## src/rtl/pc.sv

```systemverilog
// picoMIPS program counter: advances on the decoder's PCincr and stalls at two
// wait addresses until the synchronized SW8 reaches the level each one needs.
module pc #(
   parameter int                  PC_WIDTH     = 4,
   parameter logic [PC_WIDTH-1:0] LAST_ADDR    = 4'd15,
   parameter logic [PC_WIDTH-1:0] WAIT_ADDR_HI = 4'd1,
   parameter logic [PC_WIDTH-1:0] WAIT_ADDR_LO = 4'd3,
   parameter int                  SYNC_STAGES  = 2
) (
   input  logic                clk,
   input  logic                reset_n,
   input  logic                PCincr,
   input  logic                SW8,
   output logic [PC_WIDTH-1:0] PCout
);

   logic [PC_WIDTH-1:0]    pc_q, pc_d;
   logic [SYNC_STAGES-1:0] sync_q, sync_d;
   logic                   sw8_s;
   logic                   stall;

   assign sw8_s  = sync_q[SYNC_STAGES-1];
   assign sync_d = {sync_q[SYNC_STAGES-2:0], SW8};

   // HI takes precedence when both wait addresses coincide.
   always_comb begin
      stall = 1'b0;
      if (pc_q == WAIT_ADDR_HI)
         stall = ~sw8_s;
      else if (pc_q == WAIT_ADDR_LO)
         stall = sw8_s;
   end

   // Any value at or above LAST_ADDR wraps to 0 on the next increment.
   always_comb begin
      pc_d = pc_q;
      if (PCincr && !stall) begin
         if (pc_q >= LAST_ADDR)
            pc_d = '0;
         else
            pc_d = pc_q + {{(PC_WIDTH-1){1'b0}}, 1'b1};
      end
   end

   always_ff @(posedge clk or negedge reset_n) begin
      if (!reset_n) begin
         pc_q   <= '0;
         sync_q <= '0;
      end else begin
         pc_q   <= pc_d;
         sync_q <= sync_d;
      end
   end

   assign PCout = pc_q;

endmodule

```

## config.mk

```make
export PLATFORM = sky130hd
export DESIGN_NAME = pc
export DESIGN_NICKNAME = d
export VERILOG_FILES = /design/src/rtl/pc.sv
export SDC_FILE = /design/constraint.sdc
export NUM_CORES = 1
export LEC_CHECK = 0
export BUFFER_PORTS_ARGS = -buffer_cell sky130_fd_sc_hd__buf_4
export CAP_MARGIN = 25
export CORE_AREA = 2 2 39 41
export CTS_BUF_LIST = sky130_fd_sc_hd__clkbuf_8
export DETAILED_ROUTE_END_ITERATION = 8
export DIE_AREA = 0 0 41 43
export PLACE_DENSITY = 0.49
export SLEW_MARGIN = 15
export SYNTH_ARGS = -nofsm -noshare
export SYNTH_HDL_FRONTEND = slang
export SYNTH_SLANG_ARGS = --single-unit
export TNS_END_PERCENT = 1
```

## constraint.sdc

```tcl
create_clock -name clk -period 1.7 [get_ports clk]
set_input_delay 0.17 -clock clk [delete_from_list [all_inputs] [get_ports clk]]
set_output_delay 0.17 -clock clk [all_outputs]
set_load 0.02 [all_outputs]
```

**Word level (Yosys, flattened, before mapping)**

Index checks and enable logic that the tools add are counted.

- Register bits: 6
- Bits of input ports: 4
- Output and inout bits: 4
- Word-level logic and storage cells: 12

- Add/subtract/negate cells: 1
- $lt $le $gt $ge: 1
- Equality and inequality tests: 2
- Muxes and demuxes: 3
- Bitwise operators: 1
- Reductions and logical operators: 2

Operator list:

| operator | count |
|---|---|
| adder 4 x 1 -> 4 bit, second input constant | 1 |
| equality test 4 x 1 -> 1 bit, second input constant | 1 |
| equality test 4 x 2 -> 1 bit, second input constant | 1 |
| >= comparator 4 bit, second input constant | 1 |
| two-way mux 4 bit | 1 |
| two-way mux 1 bit | 2 |
| logical AND 1 bit | 1 |
| logical NOT 1 bit | 1 |
| inverter 1 bit | 1 |

**Longest topological paths before layout**

Gate-level depths: netlist of the first run.

- Word-level depth: 5
- Gate-level depth with buffers: 5
- Mapped depth without buffers: 5

**Worst setup path before layout of the first run**

OpenSTA, ideal clock, no wires.

- Path kind: flip-flop to flip-flop
- Start: reg pc_q[0], in the netlist PCout[0]
- End: reg pc_q[0], in the netlist PCout[0]
- Setup time: 0.125 ns
- Arrival time: 1.612 ns
- Required time: 1.575 ns
- Setup slack: -0.037 ns
- Cell stages (with the launch flop): 5
- Buffers on the path: 0
- Clock period less this slack: 1.737 ns
- Cells stage by stage: dfrtp_1 > ha_1 > or4b_1 > o211ai_2 > mux2_4

- Longest elaborated chain between the ends: 5
- Elaborated cells between the ends (all ways): 9
- Those cells by class: 1 x add/sub; 1 x order compare; 2 x eq/ne; 3 x mux; 2 x reduce/logical

RTL lines:

| element | RTL line | text |
|---|---|---|
| from (decl) | 17 | `logic [PC_WIDTH-1:0] pc_q, pc_d;` |
| from (signal assigned) | 50 | `pc_q <= pc_d;` |
| equality test 4 x 2 -> 1 bit | 30 | `else if (pc_q == WAIT_ADDR_LO)` |
| two-way mux 1 bit | 30 |  |
| two-way mux 1 bit | 28 | `if (pc_q == WAIT_ADDR_HI)` |
| logical NOT 1 bit | 37 | `if (PCincr && !stall) begin` |
| logical AND 1 bit | 37 |  |

Parallel ways exist; a longest one is shown, timed or not.
A chain may end at the register's enable or synchronous reset.

**Worst setup path after layout of the first run**

- Start: reg pc_q[1], in the netlist PCout[1]
- End: reg pc_q[0], in the netlist PCout[0]

The elaborated chain is that of the path after synthesis.

==> results of run 1 <==
[where the power goes]
part	internal (mW)	switching, mW
Combinational	0.227	0.223
Clock	0.155	0.0573
Sequential	0.197	0.0402
Total	0.578	0.321
[layer usage]
metal	part of all wire, %	global-route usage, %	wire length, um	vias to the layer above
li1	-	-	-	122
met3	8.6	4.71	51	0
met2	53	12.2	311	9
met1	38	9.27	227	115
met4	0	8.00	0	0
met5	0	0	0	-
[area by class of cell]
class                           instances  area, um2
Multi-Input combinational cell         16        148
Fill cell                             142        918
Clock buffer                            3       41.3
Sequential cell                         6        153
Clock inverter                          1       3.75
Timing Repair Buffer                   12       92.6
Tap cell                               16       20.0
Inverter                                2       7.51
[registers in the layout, indices dropped and copies added (netlist names)]
| register | count |
|---|---|
| PCout | 4 |
| sync_q | 2 |
[critical path: stages, from the launching register on]
cell and delay (ns):
dfrtp_2 0.40, inv_2 0.07, ha_4 0.13, or4b_1 0.45, o211ai_2 0.11, mux2_4 0.32
[cell usage after synthesis]
master / instances / area share (%)
dfrtp_1: 6 / 51
a21oi_1: 2 / 3.4
ha_1: 2 / 8.5
inv_1: 2 / 2.6
o21ai_1: 2 / 3.4
a31oi_1: 1 / 2.1
mux2_4: 1 / 5.1
mux2i_1: 1 / 3.4
nand2_1: 1 / 1.3
nand3_1: 1 / 1.7
nand4_1: 1 / 2.1
nand4bb_2: 1 / 5.6
o211ai_2: 1 / 4.3
o21ai_0: 1 / 1.7
or4b_1: 1 / 3.4
[what timing repair did]
item / 4_1_cts / 5_1_grt
hold buffers: 1 / 0
hold endpoints to repair: 6 / 0
gates resized for setup: 0 / 3
endpoints found under the setup margin: 0 / 2
[worst max path at each step]
stage              from       end  slack [ns]  cells past startpoint
5_1_grt        PCout[1]  PCout[0]        0.04                      5
6_report       PCout[1]  PCout[0]         0.1                      5
4_1_cts        PCout[1]  PCout[0]       0.007                      5
3_3_place_gp   PCout[1]  PCout[0]        0.05                      5
2_1_floorplan  PCout[1]  PCout[0]       0.003                      5
3_5_place_dp   PCout[1]  PCout[0]        0.02                      5
[cell families after synthesis]
group | Yosys count
mux | 2
flops | 6
simple gates | 5
fa+ha+maj | 2
compound gates | 7
buf+inv | 2
[metrics by stage]
step           total power, mW  util, %  hold WS [ns]  worst slack, ns
6_report                 0.899     33.6        0.0552           0.0962
5_1_grt                  0.981     33.6        0.0426           0.0392
4_1_cts                  0.886     32.7        0.0490          0.00651
3_5_place_dp             0.664     28.8       -0.0201           0.0170
3_3_place_gp             0.648     28.8       -0.0220           0.0510
2_1_floorplan            0.472        -        -0.126          0.00308
==> qor.csv, run 1 <==
metric;value;unit
std_cell_rows;14;
layout_commonest_cell;buf_4;
antenna_found_initial;0;
period_share;94.3;%
start_util;21.2;%
synth_top_family_by_area;compound AO/OA/AOI/OAI gates;
setup_violations;0;
worstHoldPathType;input pin to flip-flop;
ir_drop;805;uV
start_kind;flip-flop;
powerDensity;1930;nW/um2
syn_inst;24;
ys_ff_latch;6;
finalSetupTns;0;ns
clk_latency;0.22;ns
yosys_warnings;0;
cap_violations;0;
cts_root_buffer;clkbuf_8;
vias;246;
drt_wl_total;591;um
syn2layout_area_growth;59.0;%
die_h;43;um
fin_worst_skew;0.00407;ns
ios;8;
grt_use_total;8.92;%
htreeDepth;1;
drt-pass1-iter-count;2;
hold_viol_final;0;
synth_compound_area_share;15.0;%
leakagePower;0.211;nW
numCtsBuffers;3;
gp_routability_congestion;0.668;
cts_max_path_buffers;2;
fp.coreArea;1380;um2
fin_cells;56;
synth_simple_gate_area_share;14.1;%
finalMaxSlewViolations;0;
crit_required;1.80;ns
yosysSeqAreaShare;51.3;%
ant_nets;0;
rsz0062_at_grt;no;
worst_setup_path_end_kind;flip-flop;
dp_cells;51;
vias_per_cell;4.39;
die_area;1760;um2
reg2reg_to;PCout[0];
grt_first_pass_wirelength;959;um
synth_mux_area_share;8.55;%
stdcell_area;465;um2
reg2regPathDepth;5;
syn_nets;30;
setup.worst_path.class;flip-flop to flip-flop;
worst_slew_pin_slew;0.187;ns
post-route-drc-count;0;
syn_area_per_cell;12.2;um2
slew_headroom;87.5;%
chipWidth;41;um
clock.fmax;0.624;GHz
cts_setup_buffers;0;
nNetsFinal;47;
cp_max_fo;2;
grt_pass1_vias;236;
tritoncts;done;
cp.arrival;1.70;ns
synthAdderAreaFrac;8.55;%
r2r_start;PCout[1];
clk_pin_slew;0.04;ns
dpl_cell_area;398;um2
layout_min_cycle_time;1.60;ns
synth_xor_area_share;0;%
grt_max_degree;9;
drtIter0Drc;6;
hold_depth;1;
overflow;0;
final_cell_mix;buf_4, dfrtp_1, clkbuf_8;
io_buffers;7;
r2r_slack;0.1;ns
netlist_area;293;um2
drive_above_1_share;52.5;%
wl_per_cell;10.6;um
netlist-cell-type-count;15;
clock_sink_count;6;
hold_end;sync_q[0];
status;completed;
hp-start;SW8;
diodes;0;
(Power assumes the default switching activity.)
==> run 2: changes to the inputs <==
--- a/config.mk
+++ b/config.mk
@@ -5,13 +5,13 @@
 export SDC_FILE = /design/constraint.sdc
 export NUM_CORES = 1
 export LEC_CHECK = 0
+export ABC_AREA = 1
 export BUFFER_PORTS_ARGS = -buffer_cell sky130_fd_sc_hd__buf_4
 export CAP_MARGIN = 25
-export CORE_AREA = 2 2 39 41
+export CORE_UTILIZATION = 25
 export CTS_BUF_LIST = sky130_fd_sc_hd__clkbuf_8
 export DETAILED_ROUTE_END_ITERATION = 8
-export DIE_AREA = 0 0 41 43
-export PLACE_DENSITY = 0.49
+export PLACE_DENSITY = 0.52
 export SLEW_MARGIN = 15
 export SYNTH_ARGS = -nofsm -noshare
 export SYNTH_HDL_FRONTEND = slang
==> qor.csv, run 2 <==
metric;value;unit
finalCoreUtilization;38.8;%
worst_setup_path_end_kind;flip-flop;
worst_slew_pin_slew;0.223;ns
numCtsBuffers;3;
gp_routability_congestion;0.619;
io_buffers;7;
syn2layout_area_growth;36.5;%
rsz0062_at_grt;no;
netlist_area;333;um2
cp_max_fo;7;
clock.fmax;0.796;GHz
finalSetupTns;0;ns
finalMaxSlewViolations;0;
drive_above_1_share;24.1;%
r2r_slack;0.44;ns
powerDensity;1820;nW/um2
ir_drop;682;uV
layout_commonest_cell;nand2_1;
htreeDepth;1;
layout_min_cycle_time;1.26;ns
synth_top_area_share;45.1;%
synth_area_leader_cell;dfrtp_1;
final_cell_mix;nand2_1, buf_4, dfrtp_1, inv_1;
cap_violations;0;
reg2reg_to;PCout[3];
chipWidth;38.5;um
yosysMostFrequentCell;nand2_1;
syn_nets;49;
hp-start;SW8;
dp_cells;64;
setup_violations;0;
fin_cells;68;
grt_pass1_vias;203;
leakagePower;0.249;nW
ys_ff_latch;6;
synthTopCellsByCount;nand2_1, dfrtp_1, inv_1;
grt_use_total;8.74;%
start_util;28.4;%
drt-pass1-iter-count;4;
fin_hold_ws;0.0602;ns
reg2regPathDepth;6;
setup.worst_path.class;flip-flop to flip-flop;
cp.arrival;1.41;ns
vias_per_cell;3.91;
die_h;38.5;um
timing.final.ws_setup;0.444;ns
synth.area.top_cells;dfrtp_1, nand2_1, ha_1, inv_1, nand2_2;
grt_first_pass_wirelength;821;um
ios;8;
largest_reg_flops;4;
clk_pin_slew;0.03;ns
ys_async_sr_fraction;100;%
stdcell_area;454;um2
fin_worst_skew;0.000595;ns
drtIter0Drc;4;
period_share;73.9;%
p_total;0.825;mW
grt_max_degree;8;
diodes;0;
tritoncts;done;
cts_root_buffer;clkbuf_8;
dpl_cell_area;403;um2
netlist-cell-type-count;13;
fp.coreArea;1170;um2
slew_headroom;85.1;%
drt_wl_total;565;um
yosys_warnings;0;
post-route-drc-count;0;
yosysSeqAreaShare;45.1;%
dpl.hpwl;457;um
r2r_start;PCout[0];
start_kind;flip-flop;
synth_edf_count;0;
std_cell_rows;12;
ant_nets;0;
wl_per_cell;8.31;um
worstHoldPathType;input pin to flip-flop;
crit_required;1.85;ns
nFillCells;123;
overflow;0;
nNetsFinal;62;
syn_inst;43;
syn_area_per_cell;7.74;um2
pre_cts_ws;0.436;ns
hold_end;sync_q[0];
vias;266;
clk_latency;0.22;ns
clock_sink_count;6;
hold_depth;1;
die_area;1480;um2
cts_max_path_buffers;2;
antenna_found_initial;0;
status;completed;
synth_flop_cell;dfrtp_1;
hold_viol_final;0;
==> run 2: logic make-up after synthesis <==
kind of cell | Yosys count | share of synthesized area, %
xor gates and xnor gates | 1 | 2.63
adders and majority gates | 2 | 7.52
and+or+nand+nor | 26 | 34.2
buffers and inverters | 6 | 6.77
DFF | 6 | 45.1
AOI/OAI and AO/OA | 2 | 3.76
==> run 2: worst max path at each step <==
stage / startpoint / to / slack (ns) / cells past startpoint
5_1_grt: PCout[1] / PCout[0] / 0.32 / 8
6_report: PCout[0] / PCout[3] / 0.44 / 6
3_3_place_gp: PCout[0] / PCout[3] / 0.42 / 6
3_5_place_dp: PCout[0] / PCout[3] / 0.44 / 6
2_1_floorplan: PCout[1] / PCout[0] / 0.44 / 8
4_1_cts: PCout[0] / PCout[3] / 0.43 / 6
==> run 2: area by class of cell <==
class	instances	area (um2)	share of cell area, %
clock buffer	3	41.3	9.09
multi-input combinational	31	160	35.3
tap	14	17.5	3.86
sequential	6	150	33.1
timing repair buffer	8	62.6	13.8
inverter	6	22.5	4.96
==> run 2: worst max-delay path, cell delays in order, from the launching register on <==
cell and delay [ns]:
dfrtp_1 0.43, ha_1 0.26, nand2_1 0.07, nand2_1 0.07, a21oi_1 0.20, nand2_1 0.09
nand2_1 0.06
==> run 2: repair_timing <==
action                                  4_1_cts  5_1_grt
setup buffers                                 0        0
endpoints found under the hold margin         6        0
resized for setup                             0        0
hold buffers                                  1        0
endpoints found under the setup margin        0        0
==> run 2: routing by layer <==
layer  up-vias  track usage [%]  wire (um)
met5         -                0          0
met4         0             10.3          0
met3         0             1.74         24
met2         8             7.92        231
met1       104             13.8        309
li1        154                -          -
==> run 2: power by group <==
group          leakage (nW)  internal (mW)  switching [mW]
sequential           0.0735          0.191          0.0669
combinational         0.154          0.157           0.205
clock                0.0216          0.151          0.0533
total                 0.249          0.499           0.326
